===== config.mk =====
export PLATFORM = sky130hd
export DESIGN_NAME = seven_segment_scanner_flat
export DESIGN_NICKNAME = d
export VERILOG_FILES = /design/src/rtl/seven_segment_scanner_pkg.sv /design/src/rtl/seven_segment_scanner_if.sv /design/src/rtl/seven_segment_scanner_prescaler.sv /design/src/rtl/seven_segment_scanner.sv /design/src/flat_wrapper.sv
export SDC_FILE = /design/constraint.sdc
export NUM_CORES = 1
export LEC_CHECK = 0
export ABC_AREA = 1
export CAP_MARGIN = 20
export CORE_ASPECT_RATIO = 1.25
export CORE_MARGIN = 5
export CORE_UTILIZATION = 50
export CTS_BUF_LIST = sky130_fd_sc_hd__clkbuf_16
export CTS_CLUSTER_SIZE = 28
export DETAILED_ROUTE_END_ITERATION = 8
export PLACE_DENSITY = 0.74
export RECOVER_POWER = 100
export SLEW_MARGIN = 20
export SYNTH_ARGS = -nofsm -noshare
export SYNTH_HDL_FRONTEND = slang
export SYNTH_HIERARCHICAL = 1
export SYNTH_SLANG_ARGS = --single-unit

===== constraint.sdc =====
create_clock -name clk -period 2.04 [get_ports clk]
set_input_delay 0.408 -clock clk [delete_from_list [all_inputs] [get_ports clk]]
set_output_delay 0.408 -clock clk [all_outputs]
set_load 0.05 [all_outputs]

===== src/rtl/seven_segment_scanner_pkg.sv =====
// Shared widths and the digit-select helper for the seven-segment scan driver.
package seg_pkg;

  localparam int SEG_NIBBLE_W   = 4;
  localparam int SEG_DIGITS_MAX = 8;

  // Active-low one-hot select; bits at or above 'digits' stay inactive.
  function automatic logic [SEG_DIGITS_MAX-1:0] seg_onehot_n(input int idx, input int digits);
    logic [SEG_DIGITS_MAX-1:0] m;
    m = '1;
    for (int i = 0; i < SEG_DIGITS_MAX; i++) begin
      if ((i == idx) && (i < digits)) begin
        m[i] = 1'b0;
      end
    end
    return m;
  endfunction

endpackage


===== src/rtl/seven_segment_scanner_if.sv =====
// Valid/ready load port carrying a packed hex value (nibble k -> digit k) into the scanner.
interface seg_scan_if import seg_pkg::*; #(
  parameter int DIGITS = 8
);

  logic [SEG_NIBBLE_W*DIGITS-1:0] data_in;
  logic                           data_valid;
  logic                           data_ready;

  modport master (output data_in, output data_valid, input data_ready);
  modport slave  (input data_in, input data_valid, output data_ready);

endinterface


===== src/rtl/seven_segment_scanner_prescaler.sv =====
// Digit-slot prescaler: counts 0..SCAN_DIV-1 and wraps; tick marks the last count of a slot.
module seg_scan_prescaler import seg_pkg::*; #(
  parameter int SCAN_DIV = 50000
) (
  input  logic clk,
  input  logic rst_n,
  output logic tick
);

  localparam int               CNT_W    = (SCAN_DIV > 1) ? $clog2(SCAN_DIV) : 1;
  localparam logic [CNT_W-1:0] CNT_LAST = CNT_W'(SCAN_DIV - 1);

  logic [CNT_W-1:0] r_div_cnt;
  logic             w_last;

  assign w_last = (r_div_cnt == CNT_LAST);

  always_ff @(posedge clk) begin
    if (!rst_n) begin
      r_div_cnt <= '0;
    end else if (w_last) begin
      r_div_cnt <= '0;
    end else begin
      r_div_cnt <= r_div_cnt + 1'b1;
    end
  end

  assign tick = w_last;

endmodule


===== src/rtl/seven_segment_scanner.sv =====
// Time-multiplexed hex display scanner: double-buffered valid/ready load, commit only at frame wrap,
// outputs registered one cycle after idx/shown; SEG_LEADING_ZERO_BLANK_EN adds leading-zero blanking.
module seven_segment_scanner import seg_pkg::*; #(
  parameter int DIGITS   = 8,
  parameter int SCAN_DIV = 50000
) (
  input  logic                    clk,
  input  logic                    rst_n,
  seg_scan_if.slave               s_in,
  output logic [SEG_NIBBLE_W-1:0] digit_data,
  output logic                    seg_blank_n,
  output logic [DIGITS-1:0]       digit_sel_n,
  output logic                    frame_done
);

  localparam int               DW       = SEG_NIBBLE_W * DIGITS;
  localparam int               IDX_W    = (DIGITS > 1) ? $clog2(DIGITS) : 1;
  localparam logic [IDX_W-1:0] IDX_LAST = IDX_W'(DIGITS - 1);

  logic                      w_tick;
  logic                      w_wrap;
  logic                      w_accept;
  logic                      w_data_ready;
  logic                      w_lit;
  logic [DW-1:0]             w_data_in;
  logic [SEG_NIBBLE_W-1:0]   w_nibble;
  logic [SEG_DIGITS_MAX-1:0] w_mask;

  logic [IDX_W-1:0]          r_idx;
  logic [DW-1:0]             r_pend;
  logic [DW-1:0]             r_shown;
  logic                      r_pending;
  logic                      r_rst_q;
  logic                      r_slot_first;
  logic [SEG_NIBBLE_W-1:0]   r_digit_data;
  logic                      r_blank_n;
  logic [DIGITS-1:0]         r_sel_n;
  logic                      r_frame_done;

  seg_scan_prescaler #(
    .SCAN_DIV (SCAN_DIV)
  ) u_prescaler (
    .clk   (clk),
    .rst_n (rst_n),
    .tick  (w_tick)
  );

  assign w_wrap    = w_tick && (r_idx == IDX_LAST);
  assign w_data_in = s_in.data_in;

  // Ready is held low for the first cycle after a reset edge, then tracks the empty pend buffer.
  assign w_data_ready    = !r_pending && !r_rst_q;
  assign s_in.data_ready = w_data_ready;
  assign w_accept        = s_in.data_valid && w_data_ready;

  always_ff @(posedge clk) begin
    if (!rst_n) begin
      r_idx        <= '0;
      r_rst_q      <= 1'b1;
      r_slot_first <= 1'b1;
    end else begin
      r_rst_q      <= 1'b0;
      r_slot_first <= w_tick;
      if (w_tick) begin
        r_idx <= (r_idx == IDX_LAST) ? '0 : r_idx + 1'b1;
      end
    end
  end

  // A new value reaches 'shown' only on the wrap, so one frame never mixes two values.
  always_ff @(posedge clk) begin
    if (!rst_n) begin
      r_pend    <= '0;
      r_shown   <= '0;
      r_pending <= 1'b0;
    end else if (w_wrap) begin
      if (r_pending) begin
        r_shown   <= r_pend;
        r_pending <= 1'b0;
      end else if (w_accept) begin
        r_shown <= w_data_in;
      end
    end else if (w_accept) begin
      r_pend    <= w_data_in;
      r_pending <= 1'b1;
    end
  end

`ifdef SEG_LEADING_ZERO_BLANK_EN
  function automatic logic [IDX_W-1:0] top_nonzero(input logic [DW-1:0] v);
    logic [IDX_W-1:0] pos;
    pos = '0;
    for (int k = 0; k < DIGITS; k++) begin
      if (v[k*SEG_NIBBLE_W +: SEG_NIBBLE_W] != '0) begin
        pos = IDX_W'(k);
      end
    end
    return pos;
  endfunction

  // Digit 0 always satisfies this, so an all-zero value still shows a single 0.
  assign w_lit = (r_idx <= top_nonzero(r_shown));
`else
  assign w_lit = 1'b1;
`endif

  assign w_nibble = SEG_NIBBLE_W'(r_shown >> (SEG_NIBBLE_W * int'(r_idx)));
  assign w_mask   = seg_onehot_n(int'(r_idx), DIGITS);

  // r_slot_first is high in the first cycle of each internal slot, so the blank lines up with the select change.
  always_ff @(posedge clk) begin
    if (!rst_n) begin
      r_digit_data <= '0;
      r_sel_n      <= '1;
      r_blank_n    <= 1'b0;
      r_frame_done <= 1'b0;
    end else begin
      r_digit_data <= w_nibble;
      r_sel_n      <= w_mask[DIGITS-1:0];
      r_blank_n    <= !r_slot_first && w_lit;
      r_frame_done <= w_wrap;
    end
  end

  assign digit_data  = r_digit_data;
  assign digit_sel_n = r_sel_n;
  assign seg_blank_n = r_blank_n;
  assign frame_done  = r_frame_done;

endmodule


===== src/flat_wrapper.sv =====
// flat-port wrapper written by rule: the top's interface ports become plain ports
module seven_segment_scanner_flat import seg_pkg::*;
#(
  parameter int DIGITS   = 8,
  parameter int SCAN_DIV = 50000
)
  (clk, rst_n, digit_data, seg_blank_n, digit_sel_n, frame_done, s_in_data_in, s_in_data_valid, s_in_data_ready);
  seg_scan_if #(.DIGITS(DIGITS)) s_in_i ();
  input  logic clk;
  input  logic rst_n;
  output logic [SEG_NIBBLE_W-1:0] digit_data;
  output logic seg_blank_n;
  output logic [DIGITS-1:0] digit_sel_n;
  output logic frame_done;
  input wire logic [$bits(s_in_i.data_in)-1:0] s_in_data_in;
  input wire logic [$bits(s_in_i.data_valid)-1:0] s_in_data_valid;
  output wire logic [$bits(s_in_i.data_ready)-1:0] s_in_data_ready;
  assign s_in_i.data_in = s_in_data_in;
  assign s_in_i.data_valid = s_in_data_valid;
  assign s_in_data_ready = s_in_i.data_ready;
  seven_segment_scanner #(.DIGITS(DIGITS), .SCAN_DIV(SCAN_DIV)) u_core (.clk(clk), .rst_n(rst_n), .s_in(s_in_i), .digit_data(digit_data), .seg_blank_n(seg_blank_n), .digit_sel_n(digit_sel_n), .frame_done(frame_done));
endmodule

==> flow_summary.yaml, run 1 <==
run_status:
  outcome: "finished, final reports clean"
timing:
  rsz0062_at_grt: "false"
  post-route-period-util_pct: 94.8
  setup_ws_ns: 0.106
  slew_headroom_pct: 45.0
  tns_ns: 0
  max_freq_ghz: 0.517
  min_period_ns: 1.93
  setup_violations: 0
  worst_pin_slew_ns: 0.824
  slew_viol_final: 0
  hold_violations: 0
  clock_skew_ns: 0.00495
worst_setup_path:
  crit_path_max_fanout: 19
  end_kind: "output pin"
  required_ns: 1.63
  crit_path_start_kind: "register"
  cp.arrival_ns: 1.53
  critPathKind: "register to output pin"
synth:
  synthTopCellsByCount: "214 x nand2_1, 157 x nor2_1, 100 x dfxtp_1"
  postSynthAreaPerCell_um2: 6.48
  synth_ff_type: "dfxtp_1"
  syn_inst: 768
  synth_top_area_cell: "dfxtp_1"
  async_reset_ff_share_pct: 0
  yosysSeqAreaShare_pct: 40.3
  synth_area_mm2: 0.00497
  synth_warnings: 6
  post-synth-top-area-fraction_pct: 40.3
  ys_types: 32
  ys_seq_elements: 100
  yosysMostFrequentCell: "nand2_1"
  synth_fp_nets: 810
  synth_area_leaders: "dfxtp_1 40%, nand2_1 16%, nor2_1 12%, inv_1 5.4%, nand4_1 4.7%"
  synth_edf_count: 0
power_and_ir_drop:
  leakagePower_nw: 2.54
  p_total_mw: 4.05
  power_density_mw_per_mm2: 693
  ir_drop_mv: 0.394
place:
  dpl.hpwl_mm: 7.59
  port_buffers: 49
  place.gp.congestion: 0.820
  place_ws_ns: 0.143
cts:
  cts_root_buffer: "clkbuf_16"
  cts.repair.resized: 0
  cts-buffers-inserted: 9
  cts_buffer_depth: 2
  clk_pin_slew_ns: 0.06
  post_cts_buffers: 0
  cts_tree: "built"
  h-tree-depth: 3
  hold_buffers: 0
  cts_num_sinks: 100
  clk_latency_ns: 0.34
floorplan:
  dieArea_mm2: 0.0121
  io_pins: 50
  initial_core_util_pct: 51.5
  die_x_um: 99.2
  design.core.area_mm2: 0.00966
  fp.dieH_um: 122
  row_count: 40
grt:
  grt_pass1_vias: 4326
  grt_max_degree: 39
  antenna_found_initial: 0
  grt_remaining_overflow: 0
  grt_use_total_pct: 18.8
  grt_pass1_wl_mm: 18.8
drt:
  first_pass_iters: 4
  num_vias: 4580
  drc_errors: 0
  routedWlPerCell_um: 11.3
  drtAntennaViolNets: 0
  first_iter_violations: 273
  drt-total-wl_mm: 10.6
  via_per_inst: 4.88
job:
  drv_cap: 0
layout:
  num_antenna_cells: 0
  drive_above_1_share_pct: 6.53
  fillers: 908
  nNetsFinal: 849
  area_growth_pct: 17.3
hold_path:
  hp-class: "register to register"
## cell type report
cell class | instances | area [um2] | area share [%]
multi-input combinational | 529 | 2350 | 40.2
clock inverter | 7 | 67.6 | 1.16
tap | 126 | 158 | 2.70
timing repair buffer | 70 | 671 | 11.5
sequential | 100 | 2000 | 34.3
clock buffer | 9 | 225 | 3.86
inverter | 97 | 364 | 6.24
## where the power goes
group	internal, mW	switching, mW
sequential	1.99	0.0271
combinational	0.151	0.214
clock	0.944	0.718
## layout by cell type, fill, tap and decap left out, drive strengths merged
| master | count |
|---|---|
| nand3b | 1 |
| clkinvlp | 1 |
| clkdlybuf4s50 | 33 |
| bufinv | 1 |
| ha | 7 |
| nor2 | 162 |
| o21bai | 1 |
| dlygate4sd3 | 15 |
| dfxtp | 100 |
| nand3 | 44 |
| nand2 | 219 |
| clkbuf | 13 |
| xor2 | 3 |
| nor3 | 4 |
| o21ai | 3 |
| or2 | 3 |
| nand4 | 37 |
| xnor2 | 1 |
| a21oi | 43 |
| buf | 18 |
| o22ai | 1 |
| clkinv | 26 |
| inv | 76 |
## layer usage
metal | vias to the layer above | share of wire (%) | GRT usage [%]
met5 | - | 0 | 0
met1 | 2022 | 46 | 23.7
met2 | 105 | 48 | 31.8
met3 | 12 | 4.7 | 2.93
met4 | 0 | 1.7 | 7.69
li1 | 2441 | - | -
## critical path, stage by stage (launching register included)
cell     delay, ns
dfxtp_2       0.42
nor2_4        0.41
buf_2         0.35
## cell families (layout without fill, tap and decap cells)
family                     count (synthesis)  after routing  share of synthesized area, %
AOI/OAI and AO/OA                         48             48                          5.06
buffers and inverters                    139            183                          12.5
and+or+nand+nor                          470            470                          39.8
xor gates and xnor gates                   4              4                         0.705
DFF                                      100            100                          40.3
adders and majority gates                  7              7                          1.76
## sequential cells by signal, summed over array words and instances, names as in the netlist, 3 cells and up
| name | count |
|---|---|
| u_core/r_idx | 3 |
| u_core/digit_sel_n | 8 |
| u_core/r_pend | 32 |
| u_core/r_shown | 32 |
| u_core/u_prescaler/r_div_cnt | 16 |
| u_core/digit_data | 4 |
## through the flow
stage | utilization, % | hold WS, ns | instances | area, um2
2_1_floorplan | - | 0.368 | 768 | 4970
5_1_grt | 60.4 | 0.401 | 938 | 5840
6_report | 60.4 | 0.391 | 938 | 5840
4_1_cts | 60.7 | 0.388 | 938 | 5870
3_5_place_dp | 57.7 | 0.377 | 922 | 5570
3_3_place_gp | 57.7 | 0.381 | 922 | 5570
## final timing paths
kind,from,slack (ns),end,cells after the start
worst max-delay path,u_core/r_pending$_SDFFE_PP0P_,0.11,s_in_data_ready,2
worst min-delay path,u_core/r_slot_first$_SDFF_PN1_,0.39,u_core/seg_blank_n$_SDFF_PN0_,1
worst max register to register,u_core/u_prescaler/r_div_cnt[0]$_SDFF_PP0_,0.19,u_core/r_pend[8]$_SDFFE_PN0P_,8
worst min register to register,u_core/r_slot_first$_SDFF_PN1_,0.39,u_core/seg_blank_n$_SDFF_PN0_,1
(Power assumes the default switching activity.)
==> run 2, diff against run 1 <==
--- a/config.mk
+++ b/config.mk
@@ -5,7 +5,6 @@
 export SDC_FILE = /design/constraint.sdc
 export NUM_CORES = 1
 export LEC_CHECK = 0
-export ABC_AREA = 1
 export CAP_MARGIN = 20
 export CORE_ASPECT_RATIO = 1.25
 export CORE_MARGIN = 5
==> flow_summary.yaml, run 2 <==
synth:
  synth-simple-area-share_pct: 12.8
  ys_seq_elements: 100
  synth_compound_area_share_pct: 21.2
  synth_area_leaders: "dfxtp_1 42%, a211oi_2 8.3%, mux2_1 7.5%, a211oi_1 5.3%, nand3_1 4.1%"
  synth_fp_nets: 530
  yosysSeqAreaShare_pct: 41.7
  postSynthAreaPerCell_um2: 9.84
  yosysMostFrequentCell: "dfxtp_1"
  synthMuxAreaShare_pct: 11.5
  ys_types: 39
  synth_top_area_cell: "dfxtp_1"
  synth_xor_area_share_pct: 2.55
  post-synth-top-area-fraction_pct: 41.7
  syn_inst: 488
  synth_ff_type: "dfxtp_1"
  synth_top_family_by_area: "compound AO/OA/AOI/OAI gates"
  synth_area_mm2: 0.00480
  async_reset_ff_share_pct: 0
  synth_warnings: 6
  synthTopCellsByCount: "100 x dfxtp_1, 39 x inv_1, 39 x nand3_1"
  yosys.area_share.adder_pct: 1.82
  synth_edf_count: 0
power_and_ir_drop:
  leakagePower_nw: 1.90
  power_density_mw_per_mm2: 697
  ir_drop_mv: 0.511
place:
  dpl.hpwl_mm: 6.83
  place_ws_ns: 0.0126
  place.gp.congestion: 0.748
  port_buffers: 49
  place_area_mm2: 0.00538
cts:
  cts-buffers-inserted: 9
  cts_buffer_depth: 2
  h-tree-depth: 3
  clk_pin_slew_ns: 0.07
  post_cts_buffers: 0
  cts_root_buffer: "clkbuf_16"
  hold_buffers: 0
  cts_num_sinks: 100
  cts_tree: "built"
  clk_latency_ns: 0.34
drt:
  first_pass_iters: 5
  routedWlPerCell_um: 16.6
  drt-total-wl_mm: 10.9
  first_iter_violations: 203
  drc_errors: 0
  via_per_inst: 5.65
  drtAntennaViolNets: 0
  num_vias: 3724
hold_path:
  holdPathEnd: "u_core/seg_blank_n$_SDFF_PN0_"
  worst_hold_path.num_cells: 1
  hp-class: "register to register"
  holdCritStartpoint: "u_core/r_slot_first$_SDFF_PN1_"
worst_setup_path:
  crit_path_max_fanout: 17
  crit_family: "simple AND/OR/NAND/NOR gates"
  crit_path_start_kind: "register"
  reg2reg_to: "u_core/r_shown[13]$_SDFFE_PN0P_"
  cp_slowest_cell: "dfxtp_1"
  worstRegToRegCells: 8
  r2r_start: "u_core/u_prescaler/r_div_cnt[0]$_SDFF_PP0_"
  required_ns: 2.24
  cp.arrival_ns: 2.18
  path_cells: "ha_2 -> and3_4 -> nand4_2 -> inv_1 -> nand2_4 -> buf_6 -> a211oi_2 -> a211oi_2"
  slowest_delay_ns: 0.39
  critPathKind: "register to register"
  r2r_setup_slack_ns: 0.05
  end_kind: "register"
  worst-path-buf-inv: 2
  crit_top_cell: "a211oi_2"
timing:
  holdWs_ns: 0.415
  clock_skew_ns: 0.00745
  setup_violations: 0
  post-route-period-util_pct: 97.4
  slew_headroom_pct: 54.4
  worst_pin_slew_ns: 0.685
  max_freq_ghz: 0.504
  min_period_ns: 1.99
  slew_viol_final: 0
  setup_ws_ns: 0.0540
  hold_violations: 0
floorplan:
  dieArea_mm2: 0.0117
  die_x_um: 97.7
  fp.dieH_um: 120
  design.core.area_mm2: 0.00951
  row_count: 40
  initial_core_util_pct: 50.5
  io_pins: 50
layout:
  drive_above_1_share_pct: 22.3
  finalInstanceArea_mm2: 0.00585
  register_area_mm2: 0.00200
  fillers: 795
  layout_common_cells: "100 x dfxtp_1, 50 x a211oi_2, 40 x inv_1"
  num_antenna_cells: 0
  top_regs: "u_core/r_pend (32), u_core/r_shown (32), u_core/u_prescaler/r_div_cnt (16)"
  final_common_cell: "dfxtp_1"
  post-route-util_pct: 61.5
  area_growth_pct: 21.7
  multi_input_area_mm2: 0.00255
  nNetsFinal: 570
run_status:
  outcome: "finished, final reports clean"
grt:
  grt_pass1_wl_mm: 17.2
  grt_pass1_vias: 3582
  grt_remaining_overflow: 0
  antenna_found_initial: 0
  grt_max_degree: 66
  grt_use_total_pct: 17.8
job:
  drv_cap: 0
-- run 2: repair_timing --
action	4_1_cts	5_1_grt
pin swaps	0	0
gates cloned	0	4
endpoints found under the setup margin	1	32
resized for setup	1	34
-- run 2: kinds of logic (layout without fill, tap and decap cells) --
family	Yosys count	after routing
AOI/OAI and AO/OA	136	138
and+or+nand+nor	106	106
DFF	100	100
buffers and inverters	84	127
muxes	41	41
xor gates and xnor gates	14	14
adders and majority gates	7	7
-- run 2: routing by layer --
| layer | GRT usage [%] | wire length, um | vias to the layer above |
|---|---|---|---|
| met2 | 28.6 | 5610 | 72 |
| met3 | 2.62 | 347 | 10 |
| met5 | 0 | 0 | - |
| met1 | 23.9 | 4830 | 1830 |
| li1 | - | - | 1812 |
| met4 | 7.36 | 147 | 0 |
-- run 2: final cells by class --
type,count,area share [%]
Clock buffer,9,3.85
Clock inverter,7,1.31
Inverter,41,2.63
Multi-Input combinational cell,306,43.7
Sequential cell,100,34.2
Tap cell,126,2.70
Timing Repair Buffer,70,11.6
-- run 2: worst max path at each step --
stage                                                     from  depth (start not counted)                         endpoint
finish              u_core/u_prescaler/r_div_cnt[0]$_SDFF_PP0_                          8  u_core/r_shown[13]$_SDFFE_PN0P_
floorplan           u_core/u_prescaler/r_div_cnt[0]$_SDFF_PP0_                         10  u_core/r_shown[15]$_SDFFE_PN0P_
global route        u_core/u_prescaler/r_div_cnt[0]$_SDFF_PP0_                          8  u_core/r_shown[13]$_SDFFE_PN0P_
CTS                 u_core/u_prescaler/r_div_cnt[0]$_SDFF_PP0_                          8  u_core/r_shown[16]$_SDFFE_PN0P_
detailed placement  u_core/u_prescaler/r_div_cnt[0]$_SDFF_PP0_                          8  u_core/r_shown[16]$_SDFFE_PN0P_
global placement    u_core/u_prescaler/r_div_cnt[0]$_SDFF_PP0_                          8   u_core/r_shown[2]$_SDFFE_PN0P_
-- run 2: stage by stage --
stage,setup TNS (ns),power [mW],cells
after detailed placement,0,2.39,639
after global routing,-0.0123,4.21,659
after CTS,0,4.09,655
after global placement,0,2.38,639
after floorplan,0,2.26,488
final,0,4.07,659
-- run 2: worst reg2reg max path, cell delays in order (launching register included) --
cell      delay (ns)
dfxtp_1         0.39
ha_2            0.24
and3_4          0.22
nand4_2         0.13
inv_1           0.15
nand2_4         0.12
buf_6           0.21
a211oi_2        0.31
a211oi_2        0.09
-- run 2: report_power, final --
part	switching, mW	leakage (nW)	internal [mW]
clock	0.750	0.142	0.957
combinational	0.200	0.944	0.151
sequential	0.0245	0.811	1.99
total	0.975	1.90	3.10
